### src/rtl/mult16_seq.sv
// Iterative unsigned shift-add multiplier: one partial-product step per clock,
// WIDTH iterations per request, product delivered on registered hi/lo.
module mult16_seq #(
    parameter int WIDTH = 16
) (
    input  logic             clock,
    input  logic             reset,
    input  logic             start,
    input  logic [WIDTH-1:0] multiplicand,
    input  logic [WIDTH-1:0] multiplier,
    output logic [WIDTH-1:0] hi,
    output logic [WIDTH-1:0] lo,
    output logic             busy,
    output logic             ready
);
    localparam int CW = $clog2(WIDTH + 1);
    localparam logic [CW-1:0] LAST_ITER = CW'(WIDTH - 1);

    localparam logic [1:0] IDLE = 2'd0;
    localparam logic [1:0] RUN  = 2'd1;
    localparam logic [1:0] DONE = 2'd2;

    logic [1:0]         state_reg, state_next;
    logic [CW-1:0]      count_reg, count_next;
    logic [2*WIDTH:0]   product_reg, product_next, product_step;
    logic [WIDTH-1:0]   mcand_reg, mcand_next;
    logic [WIDTH-1:0]   hi_reg, hi_next;
    logic [WIDTH-1:0]   lo_reg, lo_next;
    logic [WIDTH:0]     upper_sum;

    // The product MSB is always zero entering a step (previous shift zero-filled
    // it), so adding into the full upper WIDTH+1 bits keeps the carry exactly.
    always_comb begin
        upper_sum = product_reg[2*WIDTH:WIDTH];
        if (product_reg[0]) begin
            upper_sum = product_reg[2*WIDTH:WIDTH] + {1'b0, mcand_reg};
        end
        product_step = {upper_sum, product_reg[WIDTH-1:0]} >> 1;
    end

    always_comb begin
        state_next   = state_reg;
        count_next   = count_reg;
        product_next = product_reg;
        mcand_next   = mcand_reg;
        hi_next      = hi_reg;
        lo_next      = lo_reg;
        case (state_reg)
            IDLE: begin
                if (start) begin
                    state_next   = RUN;
                    mcand_next   = multiplicand;
                    product_next = {1'b0, {WIDTH{1'b0}}, multiplier};
                    count_next   = '0;
                end
            end
            RUN: begin
                product_next = product_step;
                count_next   = count_reg + CW'(1);
                if (count_reg == LAST_ITER) begin
                    state_next = DONE;
                    hi_next    = product_step[2*WIDTH-1:WIDTH];
                    lo_next    = product_step[WIDTH-1:0];
                end
            end
            DONE: begin
                state_next = IDLE;
            end
            default: begin
                state_next = IDLE;
            end
        endcase
    end

    always_ff @(posedge clock or posedge reset) begin
        if (reset) begin
            state_reg   <= IDLE;
            count_reg   <= '0;
            product_reg <= '0;
            mcand_reg   <= '0;
            hi_reg      <= '0;
            lo_reg      <= '0;
        end else begin
            state_reg   <= state_next;
            count_reg   <= count_next;
            product_reg <= product_next;
            mcand_reg   <= mcand_next;
            hi_reg      <= hi_next;
            lo_reg      <= lo_next;
        end
    end

    assign hi    = hi_reg;
    assign lo    = lo_reg;
    assign busy  = (state_reg == RUN);
    assign ready = (state_reg == DONE);
endmodule

### config.mk
export PLATFORM = sky130hd
export DESIGN_NAME = mult16_seq
export DESIGN_NICKNAME = d
export VERILOG_FILES = /design/src/rtl/mult16_seq.sv
export SDC_FILE = /design/constraint.sdc
export NUM_CORES = 1
export LEC_CHECK = 0
export ABC_CLOCK_PERIOD_IN_PS = 2900
export CORE_ASPECT_RATIO = 0.7
export CORE_UTILIZATION = 54
export CTS_CLUSTER_SIZE = 10
export DETAILED_ROUTE_END_ITERATION = 16
export PLACE_DENSITY = 0.82
export SYNTH_ARGS = -nofsm -noshare
export SYNTH_HDL_FRONTEND = slang
export SYNTH_SLANG_ARGS = --single-unit
### constraint.sdc
create_clock -name clock -period 2.9 [get_ports clock]
set_input_delay 0.435 -clock clock [delete_from_list [all_inputs] [get_ports clock]]
set_output_delay 0.435 -clock clock [all_outputs]
set_load 0.01 [all_outputs]
==> out/results.ini, run 1 <==
[timing]
worstMarginPinSlew_ns=0.771
max_clock_freq_ghz=0.395
slew_headroom=0.485
hold_viol_final=0
period_minus_slack_ns=2.53
fin_ws_ns=0.370
drv_slew=0
period_share=0.872
finalSetupViolCount=0
setup_tns_ns=0
holdWs_ns=0.481
rsz0062_at_grt=no
skew_ns=0.00664

[power_and_ir_drop]
leakage_uw=0.00235
ir_worst_vdd_mv=1.01
power.total_uw=6760
p_per_area_mw_per_mm2=1220

[yosys]
synth_largest_area_cell=dfrtp_1
yosys_warnings=0
syn_inst=416
synth_seq_area_share=0.497
synth.area.top_cells=dfrtp_1 (50%), mux2_2 (7.7%), o21ai_0 (7.1%)
synth_edf_count=0
synthFlopType=dfrtp_1
syn-cell-area_mm2=0.00438
ys_types=48
syn-num-nets=470
synthArstFlopShare=1.00
ys_ff_latch=87
postSynthAreaPerCell_um2=10.5
synth_top_area_frac=0.497

[global_route]
grt_max_degree=46
busiest_layer=met1
grtUsageMet3=0.0613
grt_util_met1=0.385
use_met2=0.376
grt_pass1_vias=3295
grt_pass1_wl_mm=16.6
overflow=0
grt_usage=0.259
antenna_found_initial=0

[placement]
post_dp_cell_area_mm2=0.00522
gp_congestion=0.950
dp_hpwl_mm=7.04
portBuffers=68
dpl_worst_slack_ns=0.404

[floorplan]
dieWidth_um=110
dieArea_mm2=0.00848
fp.dieH_um=77.3
ios=69
row_count=27
core_region_area_mm2=0.00787
start_util=0.556

[worst_setup_path]
slowest_delay_ns=0.50
path_buf_inv=0
crit_required_ns=3.11
path_max_fanout=3
startpoint_type=flop
cp_top_family=compound AO/OA/AOI/OAI gates
endpoint_kind=flop
worstPathCellList=ha_1 > fa_1 > a21oi_1 > o211a_1 > o21ai_2 > or4_1 > a31oi_1 > o21ai_0
arrival_ns=2.74
path_class=flop to flop
cpMaxStageDelayCell=or4_1

[clock_network]
post_cts_buffers=0
cts_max_level=3
cts_resized=0
cts.sinks=87
tritoncts=built
clock_latency_ns=0.34
clock-root-buffer=clkbuf_16
clk_path_buf_depth=2
cts_buffers=9
postCtsHoldBufs=0
clk_pin_slew_worst_paths_ns=0.06

[final_layout]
nNetsFinal=542
n_antenna_cell=0
fillers=599
final_cell_area_mm2=0.00553
layout-area-overhead-vs-synth_pct=26.3
drive_gt1_frac=0.136
mostFrequentLayoutCell=dfrtp_1
largest_reg_flops=32
layout_common_cells=dfrtp_1 (87), clkdlybuf4s50_1 (68), o21ai_0 (62), nand2_1 (35), a21oi_1 (35)

[route]
ant_nets=0
drt-wirelength-per-cell_um=16.9
wirelength_mm=10.0
drc=0
via_count=3392
drt_iter0_drc=211
avgViaCountPerCell=5.71
first_pass_iters=5

[status]
status=finished clean

[job]
maxCapViolCount=0

[worst_hold_path]
min_path_type=flop to flop

-- cell families (layout without fill, tap and decap cells) --
family,count (synthesis),in the layout,synth area share
AND/OR/NAND/NOR,87,87,0.101
flip-flops,87,87,0.497
buffers and inverters,28,105,0.0246
adder cells (fa/ha/maj),19,19,0.0560
AO/OA/AOI/OAI,143,143,0.197
multiplexers,39,39,0.0977
XOR/XNOR,13,13,0.0260
-- through the flow --
stage	util	instances
2_1_floorplan	-	416
3_3_place_gp	0.663	578
3_5_place_dp	0.663	578
4_1_cts	0.702	594
5_1_grt	0.702	594
6_report	0.702	594
-- path summary, 6_finish.rpt --
kind	cells past startpoint	to	from	slack, ns
worst max-delay path	8	hi[15]$_DFFE_PP0P_	product_reg[16]$_DFFE_PP0P_	0.37
worst min-delay path	2	count_reg[4]$_DFFE_PP0P_	count_reg[4]$_DFFE_PP0P_	0.48
worst max register to register	8	hi[15]$_DFFE_PP0P_	product_reg[16]$_DFFE_PP0P_	0.37
worst min register to register	2	count_reg[4]$_DFFE_PP0P_	count_reg[4]$_DFFE_PP0P_	0.48
max in group asynchronous	3	hi[12]$_DFFE_PP0P_	reset	1.74
min in group asynchronous	2	lo[1]$_DFFE_PP0P_	reset	0.53
-- metal layers --
| metal | wire length, µm | vias to the layer above |
|---|---|---|
| li1 | - | 1654 |
| met1 | 4840 | 1619 |
| met2 | 4410 | 109 |
| met3 | 677 | 10 |
| met4 | 99 | 0 |
| met5 | 0 | - |
-- worst register-to-register path: cells and delay by family, from the launching register on --
| family | cells | cell delay [ns] |
|---|---|---|
| DFF | 1 | 0.40 |
| and+or+nand+nor | 1 | 0.50 |
| AOI/OAI and AO/OA | 5 | 0.83 |
| adders and majority gates | 2 | 0.67 |
-- cell usage after synthesis (2+ instances only) --
| cell type | number |
|---|---|
| a21o_1 | 2 |
| a21oi_1 | 35 |
| a22oi_1 | 21 |
| a31oi_1 | 2 |
| and3_1 | 2 |
| buf_2 | 2 |
| clkbuf_1 | 17 |
| dfrtp_1 | 87 |
| ha_1 | 18 |
| inv_1 | 7 |
| mux2_2 | 30 |
| mux2i_1 | 9 |
| nand2_1 | 35 |
| nand2_2 | 2 |
| nand2b_1 | 2 |
| nand3_1 | 3 |
| nand4_1 | 2 |
| nor2_1 | 8 |
| nor2b_1 | 21 |
| nor3b_1 | 6 |
| o211a_1 | 2 |
| o211ai_1 | 2 |
| o21a_1 | 2 |
| o21ai_0 | 62 |
| o21ai_1 | 2 |
| o22ai_1 | 2 |
| xnor2_1 | 7 |
| xor2_1 | 6 |
-- area by class of cell --
type                       instances  area, µm²  share of cell area
clock inverter                     3       40.0             0.00724
inverter                           8       31.3             0.00566
multi-input combinational        301       2090               0.379
tap                              101        126              0.0229
sequential                        87       2180               0.394
timing repair buffer              81        791               0.143
clock buffer                      13        270              0.0489
-- power breakdown --
| group | total [µW] | internal [µW] | switching (µW) |
|---|---|---|---|
| registers | 2210 | 1790 | 418 |
| logic | 3360 | 1610 | 1750 |
| clock network | 1190 | 735 | 454 |
(Power assumes the default switching activity.)
==> run 2: changes to the inputs <==
--- a/config.mk
+++ b/config.mk
@@ -10,7 +10,9 @@
 export CORE_UTILIZATION = 54
 export CTS_CLUSTER_SIZE = 10
 export DETAILED_ROUTE_END_ITERATION = 16
+export GPL_TIMING_DRIVEN = 0
 export PLACE_DENSITY = 0.82
+export SETUP_SLACK_MARGIN = 0.4
 export SYNTH_ARGS = -nofsm -noshare
 export SYNTH_HDL_FRONTEND = slang
 export SYNTH_SLANG_ARGS = --single-unit
==> run 2 against run 1 <==
  * Sequential power hardly changed
  * Hold slack got worse by 0.0021 ns
  * Clock power rose by 5%
  * Non-clock buffer count up 11
==> out/results.ini, run 2 (same netlist as run 1, synthesis figures left out) <==
[status]
status=finished clean

[worst_setup_path]
crit_required_ns=3.12
path_max_fanout=3
path_class=flop to flop
arrival_ns=2.71
startpoint_type=flop
endpoint_kind=flop

[placement]
portBuffers=68
dp_hpwl_mm=7.62
gp_congestion=0.928

[final_layout]
layout-area-overhead-vs-synth_pct=28.5
layout_common_cells=dfrtp_1 (87), clkdlybuf4s50_1 (68), o21ai_0 (60), nand2_1 (35), a21oi_1 (34)
largest_reg_flops=32
mostFrequentLayoutCell=dfrtp_1
n_antenna_cell=0
nNetsFinal=553
drive_gt1_frac=0.141
final_util=0.715
fillers=600

[floorplan]
dieArea_mm2=0.00848
fp.dieH_um=77.3
dieWidth_um=110
start_util=0.556
ios=69
core_region_area_mm2=0.00787
row_count=27

[clock_network]
cts_buffers=9
cts_max_level=3
cts.sinks=87
clock-root-buffer=clkbuf_16
tritoncts=built
clk_pin_slew_worst_paths_ns=0.07
clock_latency_ns=0.35
clk_path_buf_depth=2

[timing]
worstMarginPinSlew_ns=0.750
finalSetupViolCount=0
period_share=0.858
skew_ns=0.00900
max_clock_freq_ghz=0.402
drv_slew=0
period_minus_slack_ns=2.49
slew_headroom=0.500
setup_tns_ns=0
rsz0062_at_grt=yes
hold_viol_final=0

[power_and_ir_drop]
p_per_area_mw_per_mm2=1250
leakage_uw=0.00235
ir_worst_vdd_mv=0.713

[global_route]
grt_usage=0.277
grt_pass1_wl_mm=17.7
overflow=0
grt_pass1_vias=3496
antenna_found_initial=0
grt_max_degree=34

[route]
via_count=3589
drt-wirelength-per-cell_um=18.0
first_pass_iters=5
drc=0
ant_nets=0
avgViaCountPerCell=5.93
drt_iter0_drc=174
wirelength_mm=10.9

[job]
maxCapViolCount=0

[worst_hold_path]
min_path_type=flop to flop

run 2: cell types whose count changed in the layout (fill, tap and decap cells not counted), sizes merged:
| cell | before | now |
|---|---|---|
| clkbuf | 13 | 26 |
| inv | 6 | 8 |
| buf | 13 | 7 |
| bufinv | 1 | 2 |
| clkinvlp | 0 | 2 |
| clkinv | 4 | 3 |
run 2: cell type report:
| cell class | count | area [µm²] | area share |
|---|---|---|---|
| well taps | 101 | 126 | 0.0225 |
| inverters | 8 | 33.8 | 0.00601 |
| flip-flops and latches | 87 | 2180 | 0.387 |
| clock inverters | 7 | 95.1 | 0.0169 |
| clock buffers | 9 | 225 | 0.0400 |
| plain buffers | 20 | 83.8 | 0.0149 |
| repair buffers | 72 | 736 | 0.131 |
| multi-input cells | 301 | 2150 | 0.382 |
run 2: worst max-delay path: stages, from the launching register on:
cell,delay (ns)
dfrtp_1,0.42
ha_4,0.18
fa_2,0.37
a21oi_4,0.17
o211a_1,0.24
o21ai_4,0.08
or4_4,0.57
a31oi_4,0.24
o21ai_1,0.09
run 2: path summary, 6_finish.rpt:
kind | endpoint | cells past startpoint | slack (ns) | start
min | count_reg[3]$_DFFE_PP0P_ | 1 | 0.48 | count_reg[3]$_DFFE_PP0P_
max in group asynchronous | product_reg[31]$_DFFE_PP0P_ | 3 | 1.86 | reset
max | product_reg[31]$_DFFE_PP0P_ | 8 | 0.41 | product_reg[16]$_DFFE_PP0P_
min in group asynchronous | product_reg[3]$_DFFE_PP0P_ | 2 | 0.49 | reset
min reg2reg | count_reg[3]$_DFFE_PP0P_ | 1 | 0.48 | count_reg[3]$_DFFE_PP0P_
max reg2reg | product_reg[31]$_DFFE_PP0P_ | 8 | 0.41 | product_reg[16]$_DFFE_PP0P_
run 2: metal layers:
layer / global-route usage / wire length, µm
met1: 0.390 / 5020
met2: 0.419 / 5080
met3: 0.0739 / 579
met4: 0.0800 / 207
met5: 0 / 0
run 2: report_power, final:
part	internal, µW	switching [µW]
sequential	1790	421
combinational	1670	1880
clock	757	493
total	4220	2800
run 2: per-stage QoR:
stage	setup slack, ns	cells	hold slack (ns)	total power (µW)	area [µm²]
2_1_floorplan	0.584	416	0.430	4390	4380
3_3_place_gp	0.0986	585	0.451	5380	5190
3_5_place_dp	0.0623	587	0.466	5540	5230
4_1_cts	0.384	604	0.474	6910	5580
5_1_grt	0.321	605	0.492	7500	5630
6_report	0.411	605	0.479	7010	5630
run 2: what timing repair did:
item / in CTS / in global routing
hold buffers: 0 / 0
pin swaps: 3 / 6
buffers inserted: 1 / 1
setup endpoints to repair: 4 / 13
gates resized for setup: 8 / 10
